`config.mk`:
```
export PLATFORM = sky130hd
export DESIGN_NAME = pipelined_control_unit
export DESIGN_NICKNAME = d
export VERILOG_FILES = /design/src/rtl/cu_pkg.sv /design/src/rtl/cu_decoder.sv /design/src/rtl/pipelined_control_unit.sv
export SDC_FILE = /design/constraint.sdc
export NUM_CORES = 1
export LEC_CHECK = 0
export ABC_AREA = 1
export BUFFER_PORTS_ARGS = -buffer_cell sky130_fd_sc_hd__buf_2
export CELL_PAD_IN_SITES_DETAIL_PLACEMENT = 0
export CELL_PAD_IN_SITES_GLOBAL_PLACEMENT = 1
export CORE_MARGIN = 3
export CORE_UTILIZATION = 35
export DETAILED_ROUTE_END_ITERATION = 10
export PLACE_DENSITY = 0.94
export SLEW_MARGIN = 40
export SYNTH_ARGS = -nofsm -noshare
export SYNTH_HDL_FRONTEND = slang
export SYNTH_SLANG_ARGS = --single-unit
```
`constraint.sdc`:
```
create_clock -name clk -period 1.56 [get_ports clk]
set_input_delay 0.156 -clock clk [delete_from_list [all_inputs] [get_ports clk]]
set_output_delay 0.156 -clock clk [all_outputs]
set_load 0.1 [all_outputs]
```
`src/rtl/cu_pkg.sv`:
```
// Shared types and encodings for the pipelined control unit.
// Control word layout, bubble constant, opcode/funct codes and forward-select values.
package cu_pkg;

    typedef struct packed {
        logic [1:0] branch;
        logic [1:0] ext_sel;
        logic       wr_en;
        logic       opb_sel;
        logic       alu_func;
        logic       wd_sel;
        logic       wm_en;
    } ctrl_t;

    localparam ctrl_t CtrlBubble  = 9'b111100000;
    localparam ctrl_t CtrlIllegal = 9'b000000000;

    localparam int unsigned OpAlu = 0;
    localparam int unsigned OpCmp = 1;
    localparam int unsigned OpLdr = 2;
    localparam int unsigned OpStr = 3;
    localparam int unsigned OpJeq = 4;
    localparam int unsigned OpJne = 5;
    localparam int unsigned OpJmp = 6;
    localparam int unsigned OpNop = 7;

    localparam logic [1:0] FnAdd  = 2'd0;
    localparam logic [1:0] FnAddi = 2'd1;
    localparam logic [1:0] FnSub  = 2'd2;
    localparam logic [1:0] FnSubi = 2'd3;
    localparam logic [1:0] FnCmp  = 2'd2;
    localparam logic [1:0] FnCmpi = 2'd3;

    localparam logic [1:0] FwdNone = 2'b00;
    localparam logic [1:0] FwdMem  = 2'b01;
    localparam logic [1:0] FwdWb   = 2'b10;

endpackage

```
`src/rtl/cu_decoder.sv`:
```
// Combinational opcode/funct to control-word decoder with source-usage flags.
module cu_decoder
    import cu_pkg::*;
#(
    parameter int unsigned OPCODE_W = 3,
    parameter int unsigned FUNCT_W  = 2
) (
    input  logic [OPCODE_W-1:0] opcode_i,
    input  logic [FUNCT_W-1:0]  funct_i,
    output ctrl_t               ctrl_o,
    output logic                rs1_used_o,
    output logic                rs2_used_o
);

    logic [31:0] op;
    logic [1:0]  fn;

    // Widening lets any opcode above 7 fall through to the illegal default.
    assign op = 32'(opcode_i);
    assign fn = funct_i[1:0];

    always_comb begin
        ctrl_o = CtrlIllegal;
        case (op)
            OpAlu: begin
                case (fn)
                    FnAdd:   ctrl_o = 9'b110010000;
                    FnAddi:  ctrl_o = 9'b110111000;
                    FnSub:   ctrl_o = 9'b110010100;
                    FnSubi:  ctrl_o = 9'b110111100;
                    default: ctrl_o = CtrlIllegal;
                endcase
            end
            OpCmp: begin
                case (fn)
                    FnCmp:   ctrl_o = 9'b110000100;
                    FnCmpi:  ctrl_o = 9'b110101100;
                    default: ctrl_o = CtrlIllegal;
                endcase
            end
            OpLdr:   ctrl_o = 9'b111011010;
            OpStr:   ctrl_o = 9'b111001001;
            OpJeq:   ctrl_o = 9'b001100000;
            OpJne:   ctrl_o = 9'b011100000;
            OpJmp:   ctrl_o = 9'b101100000;
            OpNop:   ctrl_o = CtrlBubble;
            default: ctrl_o = CtrlIllegal;
        endcase
    end

    // rs2 is read for register-operand writers and as store data.
    assign rs1_used_o = (ctrl_o.ext_sel != 2'b11);
    assign rs2_used_o = (~ctrl_o.opb_sel & (ctrl_o.wr_en | ctrl_o.wm_en)) | ctrl_o.wm_en;

endmodule

```
`src/rtl/pipelined_control_unit.sv`:
```
// Pipelined control unit: D-stage decode, E/M/W control slots, RAW stall and branch flush.
// Optional operand forwarding selects and load-use-only stalling under CU_FORWARD_EN.
module pipelined_control_unit
    import cu_pkg::*;
#(
    parameter int unsigned OPCODE_W   = 3,
    parameter int unsigned FUNCT_W    = 2,
    parameter int unsigned REG_ADDR_W = 4
) (
    input  logic                  clk,
    input  logic                  rst,
    input  logic                  dec_valid_i,
    input  logic [OPCODE_W-1:0]   opcode_i,
    input  logic [FUNCT_W-1:0]    funct_i,
    input  logic [REG_ADDR_W-1:0] rd_i,
    input  logic [REG_ADDR_W-1:0] rs1_i,
    input  logic [REG_ADDR_W-1:0] rs2_i,
    input  logic                  flush_i,
    output logic                  stall_o,
    output logic [8:0]            ctrl_e_o,
    output logic [8:0]            ctrl_m_o,
    output logic [8:0]            ctrl_w_o,
    output logic [REG_ADDR_W-1:0] rd_e_o,
    output logic [REG_ADDR_W-1:0] rd_m_o,
    output logic [REG_ADDR_W-1:0] rd_w_o
`ifdef CU_FORWARD_EN
    ,
    output logic [1:0]            fwd_a_o,
    output logic [1:0]            fwd_b_o
`endif
);

    ctrl_t ctrl_dec;
    logic  rs1_used, rs2_used;

    ctrl_t                 ctrl_e_q, ctrl_m_q, ctrl_w_q;
    logic [REG_ADDR_W-1:0] rd_e_q, rd_m_q, rd_w_q;
    logic                  hazard;
    logic                  src1_e, src2_e;

    cu_decoder #(
        .OPCODE_W (OPCODE_W),
        .FUNCT_W  (FUNCT_W)
    ) u_decoder (
        .opcode_i   (opcode_i),
        .funct_i    (funct_i),
        .ctrl_o     (ctrl_dec),
        .rs1_used_o (rs1_used),
        .rs2_used_o (rs2_used)
    );

    assign src1_e = rs1_used & ctrl_e_q.wr_en & (rd_e_q == rs1_i);
    assign src2_e = rs2_used & ctrl_e_q.wr_en & (rd_e_q == rs2_i);

`ifdef CU_FORWARD_EN
    logic [REG_ADDR_W-1:0] rs1_e_q, rs2_e_q;
    logic                  rs1_used_e_q, rs2_used_e_q;

    // Only a load in E cannot be forwarded in time.
    assign hazard = dec_valid_i & ctrl_e_q.wd_sel & (src1_e | src2_e);

    always_comb begin
        fwd_a_o = FwdNone;
        fwd_b_o = FwdNone;
        if (rs1_used_e_q) begin
            if (ctrl_m_q.wr_en && rd_m_q == rs1_e_q)      fwd_a_o = FwdMem;
            else if (ctrl_w_q.wr_en && rd_w_q == rs1_e_q) fwd_a_o = FwdWb;
        end
        if (rs2_used_e_q) begin
            if (ctrl_m_q.wr_en && rd_m_q == rs2_e_q)      fwd_b_o = FwdMem;
            else if (ctrl_w_q.wr_en && rd_w_q == rs2_e_q) fwd_b_o = FwdWb;
        end
    end
`else
    logic src1_m, src2_m;

    assign src1_m = rs1_used & ctrl_m_q.wr_en & (rd_m_q == rs1_i);
    assign src2_m = rs2_used & ctrl_m_q.wr_en & (rd_m_q == rs2_i);
    // W is covered by the write-first register file.
    assign hazard = dec_valid_i & (src1_e | src2_e | src1_m | src2_m);
`endif

    assign stall_o = hazard & ~flush_i;

    always_ff @(posedge clk) begin
        if (rst) begin
            ctrl_e_q <= CtrlBubble;
            ctrl_m_q <= CtrlBubble;
            ctrl_w_q <= CtrlBubble;
            rd_e_q   <= '0;
            rd_m_q   <= '0;
            rd_w_q   <= '0;
`ifdef CU_FORWARD_EN
            rs1_e_q      <= '0;
            rs2_e_q      <= '0;
            rs1_used_e_q <= 1'b0;
            rs2_used_e_q <= 1'b0;
`endif
        end else begin
            ctrl_w_q <= ctrl_m_q;
            rd_w_q   <= rd_m_q;
            if (flush_i) begin
                ctrl_m_q <= CtrlBubble;
                rd_m_q   <= '0;
            end else begin
                ctrl_m_q <= ctrl_e_q;
                rd_m_q   <= rd_e_q;
            end
            // Flush outranks stall; either way the D instruction does not enter E.
            if (flush_i || hazard || !dec_valid_i) begin
                ctrl_e_q <= CtrlBubble;
                rd_e_q   <= '0;
`ifdef CU_FORWARD_EN
                rs1_e_q      <= '0;
                rs2_e_q      <= '0;
                rs1_used_e_q <= 1'b0;
                rs2_used_e_q <= 1'b0;
`endif
            end else begin
                ctrl_e_q <= ctrl_dec;
                rd_e_q   <= rd_i;
`ifdef CU_FORWARD_EN
                rs1_e_q      <= rs1_i;
                rs2_e_q      <= rs2_i;
                rs1_used_e_q <= rs1_used;
                rs2_used_e_q <= rs2_used;
`endif
            end
        end
    end

    assign ctrl_e_o = ctrl_e_q;
    assign ctrl_m_o = ctrl_m_q;
    assign ctrl_w_o = ctrl_w_q;
    assign rd_e_o   = rd_e_q;
    assign rd_m_o   = rd_m_q;
    assign rd_w_o   = rd_w_q;

endmodule

```
==> flow_summary.json, run 1 <==
{
  "detail_route.iter0.violations": 78,
  "grt_max_degree": 14,
  "grt_overflow": 0,
  "global_route.usage.total_pct": 14.4,
  "max_slew.worst_pin.slew_ns": 0.496,
  "finalWirelength_um": 3710,
  "final.setup.worst_slack_ns": -0.116,
  "multiInputGateArea_um2": 668,
  "antenna_cells": 0,
  "antenna_violations_before_repair": 0,
  "core_region_area_um2": 3850,
  "firstDrtPassIters": 4,
  "buffers_added_on_ports": 60,
  "fin_skew_ns": 0.00246,
  "layout_common_cells": "buf_2 (59), nand2_1 (30), inv_1 (29), dfxtp_1 (29), nor2_1 (28)",
  "holdPathEnd": "rd_e_o[2]",
  "crit-reg2reg-capture": "ctrl_e_o[0]",
  "r2r-start": "rd_e_o[3]",
  "ys_seq_elements": 39,
  "syn_avg_cell_area_um2": 7.59,
  "clock_insertion_delay_worst_skew_ns": 0.29,
  "synth_seq_area_share_pct": 53.3,
  "layout_worst_path_cycle_share_pct": 107,
  "share_comb_of_total_power_pct": 13.0,
  "fin_cells": 319,
  "setup_viol_count_final": 1,
  "worstPathMaxFanout": 4,
  "max_cap_viol_count": 0,
  "dominant_combinational_cell_family_by_area_after_synthesis": "simple AND/OR/NAND/NOR gates",
  "maxSlewViolCount": 0,
  "cts_inserted_buffers": 5,
  "footprint_of_the_flip_flops_and_latches_um2": 818,
  "failing_checks": "negative setup slack",
  "power-per-cell-area_nw_per_um2": 878,
  "timing.critical_path.arrival_ns": 1.52,
  "hold_violations": 0,
  "synthXorXnorAreaFrac_pct": 2.39,
  "ff2ff_path_depth": 9,
  "post_drt_wl_per_cell_um": 11.6,
  "start_util_pct": 38.0,
  "outcome": "finished with violations",
  "hold_slack_ns": 0.0629,
  "die_height_um": 70.7,
  "post_synth_mux_area_share_pct": 0,
  "slowest_cell_on_the_critical_path": "dfxtp_4",
  "setup.worst_path.start_class": "register",
  "totalPowerFinal_mw": 1.91,
  "crit_path_cell_trace": "xor2_1 > nor2_2 > nand3_2 > nand2_2 > nor2_4 > nor2_4 > buf_12",
  "die-area_um2": 5000,
  "grt_pass1_vias": 1290,
  "layout_commonest_cell": "buf_2",
  "regToRegSetupSlack_ns": 0.09,
  "worstHoldPathType": "in -> reg",
  "synth_compound_gate_area_share_pct": 3.33,
  "dr_total_vias": 1433,
  "synth_cell_types": 18,
  "postSynthNetCount": 214,
  "routed_via_density": 4.49,
  "period_minus_slack_ns": 1.68,
  "p_int_mw": 1.38,
  "dp_hpwl_um": 2600,
  "yosys_warnings": 0,
  "share_of_cells_above_drive_strength_1_pct": 50.6,
  "power_switching_share_pct": 27.9,
  "finish.net_count": 291,
  "drc_viols": 0,
  "route.antenna.remaining_nets": 0,
  "power.leakage_nw": 1.02,
  "cts_tree": "yes",
  "netlist_area_um2": 1470,
  "global_route_wire_length_before_repair_um": 5670,
  "clock_tree.htree_level_count": 2,
  "area_delta_synth_final_pct": 48.2,
  "die_w_um": 70.7,
  "cp_data_required_time_ns": 1.40,
  "routabilityCongestion": 0.830,
  "power_frac_clock_pct": 34.6,
  "place_ws_ns": 0.152,
  "hold_path_startpoint": "rd_i[2]",
  "path_clk_slew_ns": 0.07,
  "place.detailed.instances": 301,
  "worst_setup_path_end_kind": "output pin",
  "synthCells": 193,
  "max_clock_freq_mhz": 597,
  "min_delay_path_depth": 3,
  "clkSinkCount": 39,
  "core.rowCount": 22,
  "synthesized_area_fraction_occupied_by_adder_cells_pct": 0,
  "type_of_the_worst_setup_path": "reg -> out",
  "clockBufferDepth": 2,
  "net_switching_power_figure_mw": 0.532,
  "cts_hold_repair.buffers": 0,
  "clk_root_buffer_cell": "clkbuf_8",
  "filler_cells": 363,
  "crit_path_max_incr_delay_ns": 0.37,
  "num_io_pins": 61,
  "share_seq_of_total_power_pct": 52.4,
  "grt_setup_unrepaired": "true",
  "worst_vdd_ir_v": 0.000545,
  "critical_path.most_common_cell": "nor2_4",
  "max-slew-margin-rel_pct": 67.2,
  "synth_simple_gate_area_share_pct": 31.2
}
[cells by family (layout without fill, tap and decap cells)]
group | Yosys count | in the layout
AO/OA/AOI/OAI | 9 | 9
flip-flops | 39 | 39
XOR/XNOR | 4 | 4
buffers and inverters | 38 | 115
AND/OR/NAND/NOR | 103 | 104
[critical path, delay by kind of cell, from the launching register on]
family / cells / cell delay [ns]
DFF: 1 / 0.37
xor gates and xnor gates: 1 / 0.15
and+or+nand+nor: 5 / 0.54
buffers and inverters: 1 / 0.18
[power groups by stage]
stage | Combinational (mW) | Clock (mW) | Sequential, mW
2_1_floorplan | 0.0696 | 0 | 1.10
3_3_place_gp | 0.211 | 0 | 1.02
3_5_place_dp | 0.212 | 0 | 1.02
4_1_cts | 0.226 | 0.676 | 0.999
5_1_grt | 0.267 | 0.728 | 1.00
6_report | 0.248 | 0.659 | 0.999
[cell usage after synthesis]
cell type,count,area share (%)
o21ai_0,7,2.4
a21oi_1,1,0.34
nand2_1,35,9.0
buf_2,1,0.34
nand4_1,2,0.85
nor2_1,40,10
dfxtp_1,39,53
xnor2_1,2,1.2
clkbuf_1,1,0.26
nand3_2,1,0.68
nand3_1,12,4.1
nand3_4,1,1.2
or2_2,9,3.8
nor2_2,3,1.3
inv_2,1,0.26
o21ai_2,1,0.60
xor2_1,2,1.2
inv_1,35,9.0
[through the flow]
stage | utilization (%) | TNS [ns] | cell area, µm²
global placement | 49.1 | 0 | 1890
floorplan | - | -0.146 | 1510
finish | 56.4 | -0.116 | 2170
detailed placement | 49.1 | 0 | 1890
CTS | 53.8 | -0.0502 | 2070
global route | 56.4 | -0.187 | 2170
[state kept, by name, indices dropped and copies added, names as in the netlist]
register and flops:
ctrl_w_o 9, ctrl_e_o 9, rd_w_o 4, rd_e_o 4, rd_m_o 4, ctrl_m_o 9
[repair_timing]
item                                    4_1_cts  5_1_grt
gates cloned                                  0        1
setup buffers                                 7        3
endpoints found under the setup margin        1       10
pin swaps                                     6       13
gates resized for setup                      14       21
[layer usage]
metal / up-vias / wire length [µm] / global-route usage (%)
li1: 735 / - / -
met1: 632 / 1560 / 16.4
met2: 61 / 1790 / 24.1
met3: 5 / 292 / 4.12
met4: 0 / 59 / 7.72
met5: - / 0 / 0
[how the worst max path moves through the flow]
stage | end | depth (start not counted) | from | slack [ns]
floorplan | stall_o | 8 | rd_e_o[0] | -0.15
global placement | stall_o | 9 | opcode_i[0] | 0.16
detailed placement | stall_o | 8 | rd_e_o[3] | 0.15
CTS | stall_o | 9 | rd_e_o[1] | -0.05
global route | stall_o | 9 | rd_e_o[0] | -0.19
finish | stall_o | 7 | rd_e_o[2] | -0.12
[layout make-up]
class                           count  area share, %
Sequential cell                    39           37.7
Clock inverter                      3          0.864
Inverter                           36           6.45
Multi-Input combinational cell    117           30.8
Tap cell                           48           2.76
Timing Repair Buffer               71           18.3
Clock buffer                        5           3.17
Power figures use the tool's default switching activity.
==> run 2: changes to the inputs <==
CTS_CLUSTER_SIZE = 40   (was default)
SETUP_SLACK_MARGIN = 0.02   (was default)
==> flow_summary.json, run 2 (synthesized netlist as in run 1, its figures left out) <==
{
  "dp_hpwl_um": 2600,
  "area_delta_synth_final_pct": 47.9,
  "global_route_wire_length_before_repair_um": 5670,
  "critical_path.most_common_cell": "nor2_4",
  "finalWirelength_um": 3700,
  "cts_hold_repair.buffers": 0,
  "path_clk_slew_ns": 0.07,
  "crit_path_cell_trace": "xor2_1 > nor2_2 > nand3_2 > nand2_2 > nor2_4 > nor2_4 > buf_12",
  "global_route.usage.total_pct": 14.4,
  "worstPathMaxFanout": 4,
  "start_util_pct": 38.0,
  "max_clock_freq_mhz": 597,
  "grt_max_degree": 14,
  "timing.critical_path.arrival_ns": 1.52,
  "buffers_added_on_ports": 60,
  "routabilityCongestion": 0.830,
  "crit_path_max_incr_delay_ns": 0.37,
  "cts_inserted_buffers": 5,
  "hold_slack_ns": 0.0656,
  "clk_root_buffer_cell": "clkbuf_8",
  "final.setup.worst_slack_ns": -0.114,
  "layout_worst_path_cycle_share_pct": 107,
  "layout_common_cells": "buf_2 (59), nand2_1 (30), nor2_1 (30)",
  "die_height_um": 70.7,
  "layout_commonest_cell": "buf_2",
  "core_region_area_um2": 3850,
  "max_cap_viol_count": 0,
  "drc_viols": 0,
  "cts_tree": "yes",
  "totalPowerFinal_mw": 1.91,
  "power-per-cell-area_nw_per_um2": 880,
  "max_slew.worst_pin.slew_ns": 0.496,
  "worstHoldPathType": "in -> reg",
  "slowest_cell_on_the_critical_path": "dfxtp_4",
  "dr_total_vias": 1422,
  "grt_setup_unrepaired": "true",
  "finish.net_count": 291,
  "hold_violations": 0,
  "clock_tree.htree_level_count": 2,
  "setup.worst_path.start_class": "register",
  "failing_checks": "negative setup slack",
  "outcome": "finished with violations",
  "routed_via_density": 4.46,
  "worst_vdd_ir_v": 0.000545,
  "fin_area_um2": 2170,
  "dpl-instance-area_um2": 1890,
  "die-area_um2": 5000,
  "num_io_pins": 61,
  "cp_data_required_time_ns": 1.40,
  "fin_skew_ns": 0.00195,
  "detail_route.iter0.violations": 97,
  "grt_pass1_vias": 1290,
  "clkSinkCount": 39,
  "grt_overflow": 0,
  "core.rowCount": 22,
  "die_w_um": 70.7,
  "share_of_cells_above_drive_strength_1_pct": 49.8,
  "worstPathBufferInverterCount": 1,
  "period_minus_slack_ns": 1.67,
  "antenna_violations_before_repair": 0,
  "type_of_the_worst_setup_path": "reg -> out",
  "antenna_cells": 0,
  "max-slew-margin-rel_pct": 67.2,
  "maxSlewViolCount": 0,
  "regToRegSetupSlack_ns": 0.11,
  "route.antenna.remaining_nets": 0,
  "post_drt_wl_per_cell_um": 11.6,
  "setup_viol_count_final": 1,
  "critPathTopFamily": "simple AND/OR/NAND/NOR gates",
  "power.leakage_nw": 1.03,
  "firstDrtPassIters": 5,
  "worst_setup_path_end_kind": "output pin",
  "clock_insertion_delay_worst_skew_ns": 0.28,
  "clockBufferDepth": 2,
  "filler_cells": 362
}
[run 2: cell counts in the layout (fill, tap and decap cells not counted)]
Identical to the previous run, type by type.
[run 2: power breakdown]
part | switching [mW] | internal (mW)
Combinational | 0.175 | 0.0719
Sequential | 0.00829 | 0.991
Clock | 0.348 | 0.312
[run 2: worst register-to-register path: cells and delay by family, from the launching register on]
family	cells	cell delay, ns
buffers and inverters	3	0.31
flip-flops	1	0.36
AND/OR/NAND/NOR	8	0.71
[run 2: through the flow]
step / setup slack (ns) / utilization, % / cells / TNS (ns)
floorplan: -0.146 / - / 193 / -0.146
global placement: 0.164 / 49.1 / 301 / 0
detailed placement: 0.152 / 49.1 / 301 / 0
CTS: -0.0502 / 53.8 / 316 / -0.0502
global route: -0.186 / 56.2 / 319 / -0.186
finish: -0.114 / 56.2 / 319 / -0.114
[run 2: timing repair]
item / 4_1_cts / 5_1_grt
endpoints found under the setup margin: 1 / 10
buffers inserted: 7 / 4
pin swaps: 6 / 13
gates resized for setup: 14 / 19
gates cloned: 0 / 1
[run 2: final cells by class]
type / instances / area [µm²] / area share, %
flip-flops and latches: 39 / 818 / 37.8
multi-input cells: 117 / 663 / 30.6
repair buffers: 71 / 398 / 18.4
inverters: 36 / 140 / 6.47
clock buffers: 5 / 68.8 / 3.18
well taps: 48 / 60.1 / 2.77
clock inverters: 3 / 18.8 / 0.866
[run 2: worst paths after layout]
| kind | from | end | depth (start not counted) |
|---|---|---|---|
| max reg2reg | rd_e_o[0] | ctrl_e_o[0] | 11 |
| min reg2reg | ctrl_m_o[3] | ctrl_w_o[3] | 2 |
| max | rd_e_o[2] | stall_o | 7 |
| min | rd_i[3] | rd_e_o[3] | 3 |
[run 2: per-layer routing]
metal	wire length (µm)	GRT usage (%)	up-vias
met2	1810	24.1	55
met4	75	7.72	0
met3	260	4.12	7
met1	1560	16.4	627
li1	-	-	733
met5	0	0	-
